[config.mk]
export PLATFORM = sky130hd
export DESIGN_NAME = fluorescence_uart_reporter
export DESIGN_NICKNAME = d
export VERILOG_FILES = /design/src/rtl/fluorescence_uart_reporter.sv
export SDC_FILE = /design/constraint.sdc
export NUM_CORES = 1
export LEC_CHECK = 0
export CORE_UTILIZATION = 64
export DETAILED_ROUTE_END_ITERATION = 16
export DONT_BUFFER_PORTS = 1
export PLACE_DENSITY_LB_ADDON = 0.1
export SYNTH_ARGS = -nofsm -noshare
export SYNTH_HDL_FRONTEND = slang
export SYNTH_SLANG_ARGS = --single-unit
[constraint.sdc]
create_clock -name clock_50_mhz -period 5.9 [get_ports clock_50_mhz]
set_input_delay 1.77 -clock clock_50_mhz [delete_from_list [all_inputs] [get_ports clock_50_mhz]]
set_output_delay 1.77 -clock clock_50_mhz [all_outputs]
set_load 0.02 [all_outputs]
[src/rtl/fluorescence_uart_reporter.sv]
// fluorescence_uart_reporter
// Captures integration results into a one-deep pending slot and sends each one
// as a 15-byte checksummed packet over a UART 8N1 line:
//   A5, seq, result[31:0] BE, add_count[31:0] BE, subtract_count[31:0] BE, checksum
// The checksum is the sum of bytes 1..13 modulo 256. The sync byte is not included.
// Results that arrive while the slot is occupied are dropped.
// A saturating overrun counter records how many were dropped.
module fluorescence_uart_reporter #(
    parameter int CLKS_PER_BIT = 434
) (
    input  logic        clock_50_mhz,
    input  logic        reset,
    input  logic        result_valid,
    input  logic [31:0] result,
    input  logic [31:0] add_count,
    input  logic [31:0] subtract_count,
    output logic        uart_tx,
    output logic        busy,
    output logic [7:0]  overrun_count
);
    localparam int            CW        = (CLKS_PER_BIT > 1) ? $clog2(CLKS_PER_BIT) : 1;
    localparam logic [CW-1:0] BAUD_LAST = CW'(CLKS_PER_BIT - 1);
    localparam logic [7:0]    SYNC_BYTE = 8'hA5;
    localparam logic [3:0]    LAST_BYTE = 4'd14;

    typedef enum logic [1:0] {
        ST_IDLE  = 2'd0,
        ST_START = 2'd1,
        ST_DATA  = 2'd2,
        ST_STOP  = 2'd3
    } state_t;

    state_t        state_q;
    logic [CW-1:0] baud_q;
    logic [2:0]    bit_idx_q;
    logic [3:0]    byte_idx_q;
    logic          pend_full_q;
    logic [95:0]   pend_data_q;
    logic [95:0]   snap_q;
    logic [7:0]    seq_q;
    logic [7:0]    overrun_q;
    logic          tx_q;
    logic          busy_q;

    logic          bit_end_s;
    logic          pkt_end_s;
    logic          drain_s;
    logic          accept_s;
    logic          overrun_s;
    logic          pend_full_d;
    logic          idle_d;
    logic          busy_d;
    logic [95:0]   in_data_s;
    logic [119:0]  frame_s;
    logic [6:0]    byte_base_s;
    logic [7:0]    cur_byte_s;
    logic [2:0]    next_bit_s;

    // Modulo-256 sum of the sequence byte and the twelve payload bytes.
    function automatic logic [7:0] frame_checksum(input logic [7:0] seq, input logic [95:0] data);
        logic [7:0] sum;
        sum = seq;
        for (int i = 0; i < 12; i++) begin
            sum = sum + data[i*8 +: 8];
        end
        return sum;
    endfunction

    // Slot arbitration, current frame byte selection and next-cycle busy.
    always_comb begin
        in_data_s = {result, add_count, subtract_count};
        bit_end_s = (baud_q == BAUD_LAST);
        pkt_end_s = (state_q == ST_STOP) && bit_end_s && (byte_idx_q == LAST_BYTE);
        // The slot is drained on the edge where a packet is started from it.
        if ((state_q == ST_IDLE) || pkt_end_s) begin
            drain_s = pend_full_q;
        end else begin
            drain_s = 1'b0;
        end
        accept_s  = result_valid && (!pend_full_q || drain_s);
        overrun_s = result_valid && pend_full_q && !drain_s;
        if (accept_s) begin
            pend_full_d = 1'b1;
        end else if (drain_s) begin
            pend_full_d = 1'b0;
        end else begin
            pend_full_d = pend_full_q;
        end
        idle_d = ((state_q == ST_IDLE) || pkt_end_s) && !pend_full_q;
        busy_d = !idle_d || pend_full_d;
        // seq_q is stable for the whole packet, so it is used directly as the snapshot seq.
        frame_s     = {SYNC_BYTE, seq_q, snap_q, frame_checksum(seq_q, snap_q)};
        byte_base_s = 7'd119 - {byte_idx_q, 3'b000};
        cur_byte_s  = frame_s[byte_base_s -: 8];
        next_bit_s  = bit_idx_q + 3'd1;
    end

    // Pending slot, overrun counter and UART transmit FSM with registered line and busy.
    always_ff @(posedge clock_50_mhz) begin
        if (reset) begin
            state_q     <= ST_IDLE;
            baud_q      <= '0;
            bit_idx_q   <= 3'd0;
            byte_idx_q  <= 4'd0;
            pend_full_q <= 1'b0;
            pend_data_q <= 96'd0;
            snap_q      <= 96'd0;
            seq_q       <= 8'd0;
            overrun_q   <= 8'd0;
            tx_q        <= 1'b1;
            busy_q      <= 1'b0;
        end else begin
            pend_full_q <= pend_full_d;
            busy_q      <= busy_d;
            if (accept_s) begin
                pend_data_q <= in_data_s;
            end
            if (overrun_s && (overrun_q != 8'hFF)) begin
                overrun_q <= overrun_q + 8'd1;
            end

            case (state_q)
                ST_IDLE: begin
                    tx_q <= 1'b1;
                    if (pend_full_q) begin
                        state_q    <= ST_START;
                        snap_q     <= pend_data_q;
                        byte_idx_q <= 4'd0;
                        baud_q     <= '0;
                        tx_q       <= 1'b0;
                    end
                end
                ST_START: begin
                    if (bit_end_s) begin
                        state_q   <= ST_DATA;
                        baud_q    <= '0;
                        bit_idx_q <= 3'd0;
                        tx_q      <= cur_byte_s[0];
                    end else begin
                        baud_q <= baud_q + 1'b1;
                    end
                end
                ST_DATA: begin
                    if (bit_end_s) begin
                        baud_q <= '0;
                        if (bit_idx_q == 3'd7) begin
                            state_q <= ST_STOP;
                            tx_q    <= 1'b1;
                        end else begin
                            bit_idx_q <= next_bit_s;
                            tx_q      <= cur_byte_s[next_bit_s];
                        end
                    end else begin
                        baud_q <= baud_q + 1'b1;
                    end
                end
                ST_STOP: begin
                    if (bit_end_s) begin
                        baud_q <= '0;
                        if (byte_idx_q == LAST_BYTE) begin
                            seq_q <= seq_q + 8'd1;
                            if (pend_full_q) begin
                                // Back-to-back packet: no idle bit between packets.
                                state_q    <= ST_START;
                                snap_q     <= pend_data_q;
                                byte_idx_q <= 4'd0;
                                tx_q       <= 1'b0;
                            end else begin
                                state_q <= ST_IDLE;
                                tx_q    <= 1'b1;
                            end
                        end else begin
                            state_q    <= ST_START;
                            byte_idx_q <= byte_idx_q + 4'd1;
                            tx_q       <= 1'b0;
                        end
                    end else begin
                        baud_q <= baud_q + 1'b1;
                    end
                end
                default: begin
                    state_q <= ST_IDLE;
                    tx_q    <= 1'b1;
                end
            endcase
        end
    end

    assign uart_tx       = tx_q;
    assign busy          = busy_q;
    assign overrun_count = overrun_q;

endmodule

Word level (Yosys, flattened, before mapping)
Cells that the tools add are included.
W data, S select, Z words.
{"block": "word_totals", "ff_bits": 229, "input_bits": 99, "output_inout_bits": 10, "word_cells": 103}
{"block": "op_classes", "addsub": 18, "n_lt_le_gt_ge": 1, "eq_ne": 14, "n_shift": 1, "muxes": 35, "reduce_logical": 23}
{"operator": "$mux W96", "count": 3}
{"operator": "$pmux W96 S2", "count": 1}
{"operator": "$shiftx A127 B8 Y8", "count": 1}
{"operator": "$add A8 B8 Y8", "count": 12}
{"operator": "$mux W9", "count": 2}
{"operator": "$pmux W9 S2", "count": 1}
{"operator": "$add A8 B1 Y8 const B", "count": 2}
{"operator": "$mux W2", "count": 6}
{"operator": "$mux W4", "count": 3}
{"operator": "$ne A2 B2 Y1 const B", "count": 6}
{"operator": "$mux W1", "count": 11}
{"operator": "$add A9 B1 Y9 const B", "count": 1}
{"operator": "$eq A9 B9 Y1 const B", "count": 1}
{"operator": "$mux W3", "count": 3}
{"operator": "$reduce_and A3 Y1", "count": 3}
{"operator": "$ne A8 B8 Y1 const B", "count": 1}
{"operator": "$pmux W2 S4", "count": 1}
{"operator": "$pmux W4 S2", "count": 1}
{"operator": "$logic_and A1 B1 Y1", "count": 7}
{"operator": "$sub A7 B7 Y7 const A", "count": 1}
{"operator": "$pmux W3 S2", "count": 1}
{"operator": "$reduce_and A5 Y1", "count": 1}
{"operator": "$add A4 B1 Y4 const B", "count": 1}
{"operator": "$eq A2 B2 Y1 const B", "count": 2}
{"operator": "15 further kinds", "count": 20}

Depth between registers and ports, before layout
Gate-level depths: netlist of the first run.
{"block": "logic_depth", "word_depth": 18, "ltp_mapped": 20, "depth_no_buf": 20}

Worst setup path after synthesis of the first run
Ideal clock, no wire load.
{"block": "synth_path", "path_kind": "register -> register", "from": "reg snap_q[2]", "to": "reg tx_q, in the netlist uart_tx", "arrival_ps": 5260, "path_slack_ps": 514, "stages_incl_launch_ff": 19, "path_buffers": 0, "path_cell_list": "dfxtp_1 inv_1 fa_1 inv_1 fa_1 fa_1 fa_1 inv_1 fa_1 inv_1 ha_1 fa_1 mux4_2 mux4_2 and2_1 a211oi_1 o31ai_1 a21oi_1 o31ai_1"}
{"block": "synth_between", "elab_chain_len": 18, "word_cells_on_any_way": 19}
{"element": "start, declared", "line_no": "39", "text": "logic [95:0] snap_q;"}
{"element": "start signal, assigned", "line_no": "127", "text": "snap_q <= pend_data_q;"}
{"element": "start signal, assigned", "line_no": "165", "text": "snap_q <= pend_data_q;"}
{"element": "$add A8 B8 Y8 (12 in a row)", "line_no": "64", "text": "sum = sum + data[i*8 +: 8];"}
{"element": "$shiftx A127 B8 Y8 (*)", "line_no": "94", "text": "cur_byte_s = frame_s[byte_base_s -: 8];"}
{"element": "$bmux W1 S3", "line_no": "151", "text": "tx_q <= cur_byte_s[next_bit_s];"}
{"element": "$mux W1 (not written as such)", "line_no": "151"}
{"element": "$mux W1", "line_no": "146", "text": "if (bit_idx_q == 3'd7) begin"}
{"element": "$mux W1", "line_no": "144", "text": "if (bit_end_s) begin"}
{"element": "$pmux W1 S4 (*)", "line_no": "122", "text": "case (state_q)"}
{"element": "end signal, assigned", "line_no": "138", "text": "tx_q <= cur_byte_s[0];"}
{"element": "end signal, assigned", "line_no": "151"}
{"element": "end, declared", "line_no": "42", "text": "logic tx_q;"}
Every way passes the cells marked *; elsewhere a longest branch is shown, timed or not. The select of a mux whose other input is x is not followed.
A chain may end at the register's enable or synchronous reset.

Final worst setup path of the first run
Same ends and word-level chain as after synthesis.

==> results of run 1 <==
-- cells by family (layout without fill, tap and decap cells) --
| group | after synthesis | count (layout) |
|---|---|---|
| compound gates | 250 | 250 |
| xor+xnor | 50 | 50 |
| fa+ha+maj | 93 | 93 |
| buf+inv | 186 | 156 |
| flops | 229 | 229 |
| mux | 39 | 39 |
| simple gates | 503 | 503 |
-- critical path, cell delays in order (launching register included) --
cell and delay (ns):
dfxtp_1 0.36, inv_1 0.07, fa_1 0.53, inv_1 0.05
fa_1 0.51, fa_1 0.53, fa_1 0.55, inv_1 0.06
fa_1 0.53, inv_1 0.04, ha_1 0.24, fa_1 0.43
mux4_2 0.45, mux4_2 0.44, and2_1 0.16, a211oi_1 0.21
o31ai_1 0.09, a21oi_1 0.16, o31ai_1 0.08
-- cell usage after synthesis (all sizes together) (11+ instances only) --
library cell / count
mux2i: 14
nand2: 406
ha: 24
a21oi: 204
dfxtp: 229
xnor2: 36
xor2: 13
mux4: 23
nor3: 12
o21ai: 11
nor2: 47
inv: 104
fa: 69
clkbuf: 53
buf: 29
-- state kept, by name (all words and copies together), names as in the netlist --
register / count
baud_q: 9
bit_idx_q: 3
busy: 1
byte_idx_q: 4
overrun_count: 8
pend_data_q: 96
pend_full_q: 1
seq_q: 8
snap_q: 96
state_q: 2
uart_tx: 1
-- layout make-up --
cell class	instances	area share
Sequential cell	229	0.373
Timing Repair Buffer	10	0.00611
Tap cell	225	0.0229
Clock inverter	11	0.00764
Multi-Input combinational cell	935	0.504
Inverter	104	0.0318
Clock buffer	31	0.0543
-- report_power, final --
group	internal, mW	total, mW	switching, mW
clock	0.841	1.45	0.612
sequential	1.66	1.76	0.100
combinational	0.297	0.801	0.504
total	2.80	4.02	1.22
-- per-layer routing --
layer	vias to the layer above	wire [µm]	track usage
li1	4265	-	-
met1	4237	11500	0.396
met2	225	12400	0.483
met3	46	1440	0.0522
met4	0	473	0.0630
met5	-	0	0
-- worst min path at each step --
stage                               start         end  slack [ns]  cells after the start
after floorplan           pend_data_q[12]  snap_q[12]        0.43                      2
after global placement    pend_data_q[71]  snap_q[71]        0.44                      2
after detailed placement  pend_data_q[85]  snap_q[85]        0.44                      2
after CTS                 pend_data_q[16]  snap_q[16]        0.45                      2
after global routing      pend_data_q[37]  snap_q[37]        0.47                      2
final                     pend_data_q[13]  snap_q[13]        0.45                      2
==> impl_metrics.yaml, run 1 <==
logic_synthesis:
  netlist_instances: 1350
  synth_top_area_frac: 0.398
  synth_edf_count: 0
  yosys.area_share.adder: 0.146
  avgSynthCellArea_um2: 8.54
  yosysWarningCount: 0
  ys.flop_type: "dfxtp_1"
  synth.distinct_cells: 44
  muxShareOfSynthArea: 0.0591
  yosys-top-cells-area: "dfxtp_1 40%, nand2_1 13%, fa_1 12%"
  synth_top_family_by_area: "simple AND/OR/NAND/NOR gates"
  synthesis.nets: 1542
  synth.cell_area_um2: 11500
  synth_xor_area_frac: 0.0392
  synthArstFlopShare: 0
  synth_seq_cells: 229
  synth-simple-area-share: 0.175
  synth-compound-area-share: 0.117
  yosys.area.top_type: "dfxtp_1"
  synth.yosys.seq_area_share: 0.398
timing:
  fin_ws_ns: 0.279
  setup_viol: 0
  fin_hold_ws_ns: 0.452
  min_period_over_period: 0.953
  worst_slew_pin_slew_ns: 1.10
  max_freq_mhz: 178
  report.final.slew_viol_count: 0
  hold_violations: 0
  min_period_ns: 5.62
  fin_skew_ns: 0.0154
  slew_headroom: 0.263
  tns_ns: 0
  rsz0062_at_grt: "false"
power_and_ir_drop:
  leakage_nw: 4.66
  ir_drop_mv: 0.267
  totalPowerFinal_mw: 4.02
  power.density_nw_per_um2: 327
hold_path:
  hp-class: "reg2reg"
die:
  die_h_um: 136
  die-area_um2: 18500
  core_area_um2: 17400
  rows: 48
  start_util: 0.662
  pin_count: 109
  die_w_um: 136
worst_setup_path:
  critPathKind: "reg2reg"
  r2r_end: "uart_tx"
  startpoint: "snap_q[2]"
  endpoint: "uart_tx"
  cp_max_fo: 3
  start_kind: "flip-flop"
  critPathRequiredTime_ns: 6.30
  worst_ep_arrival_time_ns: 6.03
  ff2ff_path_depth: 18
  rr_startpoint: "snap_q[2]"
  r2r_slack_ns: 0.28
  end_kind: "flip-flop"
routing:
  via_count: 8773
  drc: 0
  postRouteAntennaNets: 0
  first_iter_violations: 551
  dr.pass1.iters: 5
  wl_per_cell_um: 16.7
  routed_wl_um: 25800
  viasPerCell: 5.68
clock_network:
  hold_buffers: 0
  cts_tree: "yes"
  cts_root_buffer: "clkbuf_16"
  ctsResizeCount: 0
  clock_path_buffers: 3
  htree_levels: 1
  clkTransAtPathRegs_ns: 0.07
  numCtsBuffers: 24
  clock-sinks: 229
  clk-insertion-delay-late_ns: 0.52
  post-cts-setup-buffer-count: 0
finish:
  fin_util: 0.705
  final_cell_mix: "405 x nand2_1, 228 x dfxtp_1, 204 x a21oi_1"
  n_antenna_cell: 0
  final_nets: 1496
  design_area_um2: 12300
  drive_gt1_frac: 0.0606
  areaGrowthSynthToFinish_pct: 6.61
  multi_input_area_um2: 6190
  seq_area_um2: 4590
  fill_cells: 1415
  layout_commonest_cell: "nand2_1"
  layoutNonFillerInstCount: 1545
placed_design:
  hpwl_um: 18100
  dpl.cell_count: 1503
  dp_slack_ns: 0.299
  routabilityCongestion: 0.932
  placed_area_um2: 11500
  io_buffer_count: 0
grt:
  grt_pass1_wl_um: 42000
  grt_usage: 0.291
  grt_max_degree: 222
  antenna_found_initial: 0
  grt_pass1_vias: 8312
  grt.overflow.total: 0
flow_run:
  max_cap_viol_count: 0
status:
  outcome: "complete, no violations"
Power figures use the tool's default switching activity.
==> inputs of run 2 (changes only) <==
- CORE_UTILIZATION: 64 -> 65
- CTS_BUF_LIST: default -> sky130_fd_sc_hd__clkbuf_8
==> impl_metrics.yaml, run 2 (same netlist as run 1, synthesis figures left out) <==
finish:
  layoutNonFillerInstCount: 1569
  final_cell_mix: "405 x nand2_1, 228 x dfxtp_1, 204 x a21oi_1"
  n_antenna_cell: 0
  fill_cells: 1388
  top_regs: "pend_data_q: 96 flops, snap_q: 96 flops, baud_q: 9 flops"
  final_nets: 1509
  drive_gt1_frac: 0.0707
  layout_commonest_cell: "nand2_1"
  areaGrowthSynthToFinish_pct: 6.91
timing:
  fin_hold_ws_ns: 0.451
  fin_skew_ns: 0.0175
  min_period_ns: 5.61
  setup_viol: 0
  rsz0062_at_grt: "false"
  max_freq_mhz: 178
  report.final.slew_viol_count: 0
  min_period_over_period: 0.951
  worst_slew_pin_slew_ns: 1.21
  slew_headroom: 0.191
  fin_ws_ns: 0.292
  hold_violations: 0
  tns_ns: 0
power_and_ir_drop:
  ir_drop_mv: 0.233
  clkPwrFrac: 0.355
  combPwrFrac: 0.202
  swShare: 0.309
  switching_power_mw: 1.23
  leakage_nw: 4.73
  p_int_mw: 2.75
  pwr-share-seq: 0.443
  power.density_nw_per_um2: 324
routing:
  viasPerCell: 5.56
  wirelength_met1_um: 11700
  drc: 0
  via_count: 8731
  wl_per_cell_um: 16.5
  first_iter_violations: 574
  dr.pass1.iters: 5
  top_layer: "met4"
  routed_wl_um: 25900
  postRouteAntennaNets: 0
  dr_wl_met3_um: 1450
  wl_met2_um: 12300
die:
  start_util: 0.666
  die_h_um: 135
  pin_count: 109
  die-area_um2: 18300
  rows: 48
  die_w_um: 135
  core_area_um2: 17300
clock_network:
  numCtsBuffers: 39
  cts_root_buffer: "clkbuf_8"
  cts_tree: "yes"
  ctsResizeCount: 0
  clock_path_buffers: 3
  clkTransAtPathRegs_ns: 0.07
  post-cts-setup-buffer-count: 0
  hold_buffers: 0
  clk-insertion-delay-late_ns: 0.53
  htree_levels: 2
  clock-sinks: 229
grt:
  grt_pass1_wl_um: 41300
  grt_usage: 0.291
  grt_max_degree: 222
  antenna_found_initial: 0
  grt_pass1_vias: 8327
  grt.overflow.total: 0
worst_setup_path:
  startpoint: "snap_q[2]"
  end_kind: "flip-flop"
  rr_startpoint: "snap_q[2]"
  r2r_slack_ns: 0.29
  start_kind: "flip-flop"
  critPathRequiredTime_ns: 6.32
  cp_max_fo: 3
  critPathKind: "reg2reg"
  ff2ff_path_depth: 18
  endpoint: "uart_tx"
  worst_ep_arrival_time_ns: 6.03
  r2r_end: "uart_tx"
placed_design:
  dpl.cell_count: 1501
  dp_slack_ns: 0.282
  io_buffer_count: 0
  routabilityCongestion: 0.933
  hpwl_um: 18000
flow_run:
  max_cap_viol_count: 0
hold_path:
  hp-class: "reg2reg"
status:
  outcome: "complete, no violations"
[run 2: worst min-delay path by stage]
stage                                from         end  slack (ns)  cells past startpoint
after global placement    pend_data_q[62]  snap_q[62]        0.44                      2
final                     pend_data_q[16]  snap_q[16]        0.45                      2
after global routing      pend_data_q[79]  snap_q[79]        0.47                      2
after detailed placement  pend_data_q[62]  snap_q[62]        0.44                      2
after CTS                 pend_data_q[62]  snap_q[62]        0.45                      2
after floorplan           pend_data_q[12]  snap_q[12]        0.43                      2
[run 2: final cells by class]
| type | instances | area (µm²) | share of cell area |
|---|---|---|---|
| flip-flops and latches | 229 | 4590 | 0.372 |
| clock inverters | 23 | 160 | 0.0130 |
| inverters | 104 | 390 | 0.0317 |
| clock buffers | 45 | 619 | 0.0503 |
| repair buffers | 8 | 85.1 | 0.00691 |
| multi-input cells | 935 | 6200 | 0.503 |
| well taps | 225 | 282 | 0.0229 |
[run 2: through the flow]
stage	power [mW]	utilization	area (µm²)
CTS	4.01	0.712	12300
floorplan	2.43	-	11500
global placement	2.57	0.667	11500
finish	3.99	0.712	12300
global route	4.21	0.712	12300
detailed placement	2.60	0.667	11500
[run 2: critical path, cell delays in order (launching register included)]
cell,delay (ns)
dfxtp_1,0.36
inv_1,0.07
fa_1,0.53
inv_1,0.05
fa_1,0.51
fa_1,0.52
fa_1,0.54
inv_1,0.06
fa_1,0.53
inv_1,0.04
ha_1,0.23
fa_1,0.43
mux4_2,0.45
mux4_2,0.44
and2_1,0.17
a211oi_2,0.20
o31ai_1,0.08
a21oi_1,0.18
o31ai_1,0.10
[run 2: power groups by stage]
stage	combinational, mW	sequential [mW]	clock, mW
finish	0.805	1.77	1.42
global route	0.921	1.78	1.51
CTS	0.807	1.76	1.44
detailed placement	0.801	1.80	0
global placement	0.780	1.79	0
floorplan	0.669	1.76	0
[run 2: routing by layer]
layer | vias up | track usage
li1 | 4309 | -
met1 | 4160 | 0.400
met2 | 219 | 0.473
met3 | 43 | 0.0509
met4 | 0 | 0.0811
met5 | - | 0
==> inputs of run 3 (changes only) <==
- ABC_AREA: default -> 1
==> impl_metrics.yaml, run 3 <==
logic_synthesis:
  yosysWarningCount: 0
  yosys-top-cells-area: "dfxtp_1 39%, fa_1 12%, o21ai_0 11%"
  synth_top_cells_by_count: "253 x o21ai_0, 243 x nor2_1, 229 x dfxtp_1"
  synthesis.nets: 1726
  synth.most_common_cell: "o21ai_0"
  avgSynthCellArea_um2: 7.63
  yosys.area.top_type: "dfxtp_1"
  synth.cell_area_um2: 11700
  ys.flop_type: "dfxtp_1"
  synth.yosys.seq_area_share: 0.392
  synth_seq_cells: 229
  synth_edf_count: 0
  synth.distinct_cells: 38
  netlist_instances: 1534
  synthArstFlopShare: 0
  synth_top_area_frac: 0.392
timing:
  slew_headroom: 0.357
  worst_slew_pin_slew_ns: 0.965
  min_period_ns: 5.29
  setup_viol: 0
  max_freq_mhz: 189
  hold_violations: 0
  report.final.slew_viol_count: 0
  min_period_over_period: 0.897
  fin_skew_ns: 0.0216
  tns_ns: 0
  rsz0062_at_grt: "false"
grt:
  grt_pass1_vias: 8770
  antenna_found_initial: 0
  grt_pass1_wl_um: 42800
  grt_max_degree: 151
  grt.overflow.total: 0
  grt_usage: 0.296
placed_design:
  placed_area_um2: 11700
  routabilityCongestion: 0.969
  io_buffer_count: 0
  hpwl_um: 19400
worst_setup_path:
  start_kind: "flip-flop"
  rr_startpoint: "snap_q[2]"
  critPathMaxStageDelay_ns: 0.55
  r2r_slack_ns: 0.61
  crit_top_cell: "nand2_1"
  critPathRequiredTime_ns: 6.32
  ff2ff_path_depth: 28
  slowest_stage: "fa_1"
  r2r_end: "uart_tx"
  end_kind: "flip-flop"
  cp_max_fo: 3
  critPathKind: "reg2reg"
  worst_ep_arrival_time_ns: 5.71
finish:
  top_regs: "pend_data_q: 96 flops, snap_q: 96 flops, baud_q: 9 flops"
  drive_gt1_frac: 0.0452
  final_nets: 1696
  areaGrowthSynthToFinish_pct: 5.91
  design_area_um2: 12400
  layout_commonest_cell: "o21ai_0"
  n_antenna_cell: 0
  final_cell_mix: "253 x o21ai_0, 243 x inv_1, 243 x nor2_1"
hold_path:
  hp-class: "reg2reg"
  hold_depth: 2
  hp-start: "bit_idx_q[2]"
  holdPathEnd: "bit_idx_q[2]"
power_and_ir_drop:
  ir_drop_mv: 0.599
  power.density_nw_per_um2: 563
  leakage_nw: 5.25
die:
  start_util: 0.672
  core_area_um2: 17400
  die-area_um2: 18500
  rows: 48
  pin_count: 109
  die_h_um: 136
  die_w_um: 136
clock_network:
  clk-insertion-delay-late_ns: 0.54
  cts_root_buffer: "clkbuf_8"
  ctsResizeCount: 0
  clock-sinks: 229
  numCtsBuffers: 38
  htree_levels: 2
  hold_buffers: 0
  clkTransAtPathRegs_ns: 0.06
  cts_tree: "yes"
  clock_path_buffers: 3
  post-cts-setup-buffer-count: 0
routing:
  drc: 0
  wl_per_cell_um: 15.3
  routed_wl_um: 26900
  dr.pass1.iters: 6
  viasPerCell: 5.53
  postRouteAntennaNets: 0
  via_count: 9678
  first_iter_violations: 826
flow_run:
  max_cap_viol_count: 0
status:
  outcome: "complete, no violations"
==> run 3: final cells by class <==
cell class,count,area [µm²]
multi-input cells,991,5900
repair buffers,12,103
clock buffers,41,564
inverters,232,873
flip-flops and latches,229,4590
fillers,1480,5020
well taps,225,282
clock inverters,21,93.8
==> run 3: worst max-delay path by stage <==
stage	from	end	slack (ns)	cells past startpoint
floorplan	snap_q[2]	uart_tx	0.99	28
global placement	snap_q[2]	uart_tx	0.71	28
detailed placement	snap_q[2]	uart_tx	0.63	28
CTS	snap_q[2]	uart_tx	0.60	28
global route	snap_q[2]	uart_tx	0.26	28
finish	snap_q[2]	uart_tx	0.61	28
==> run 3: worst max-delay path, delay by kind of cell, from the launching register on <==
| family | cells | cell delay [ns] |
|---|---|---|
| adders and majority gates | 7 | 3.30 |
| DFF | 1 | 0.31 |
| and+or+nand+nor | 13 | 0.81 |
| buffers and inverters | 4 | 0.22 |
| xor gates and xnor gates | 1 | 0.16 |
| AOI/OAI and AO/OA | 3 | 0.39 |
==> run 3: layer usage <==
metal | global-route usage | wire length [µm]
met1 | 0.397 | 12100
met2 | 0.462 | 12100
met3 | 0.0682 | 1880
met4 | 0.117 | 755
met5 | 0 | 0
==> run 3: power by group <==
group,internal [mW],switching [mW],total (mW)
sequential,1.80,0.179,1.98
combinational,1.46,2.30,3.76
clock,0.636,0.606,1.24
==> run 3: cells by family (layout without fill, tap and decap cells) <==
group,Yosys count,count (layout),synth area share
AO/OA/AOI/OAI,457,457,0.204
XOR/XNOR,13,13,0.0110
adder cells (fa/ha/maj),93,93,0.144
buffers and inverters,314,306,0.105
flip-flops,229,229,0.392
AND/OR/NAND/NOR,428,428,0.145
==> run 3: stage by stage <==
step | setup WS (ns) | cells | utilization | hold slack (ns) | total power, mW
floorplan | 0.985 | 1534 | - | 0.432 | 4.87
global placement | 0.713 | 1689 | 0.674 | 0.446 | 5.68
detailed placement | 0.630 | 1689 | 0.674 | 0.452 | 5.75
CTS | 0.605 | 1751 | 0.712 | 0.461 | 7.02
global route | 0.258 | 1751 | 0.712 | 0.493 | 7.77
finish | 0.605 | 1751 | 0.712 | 0.459 | 6.98
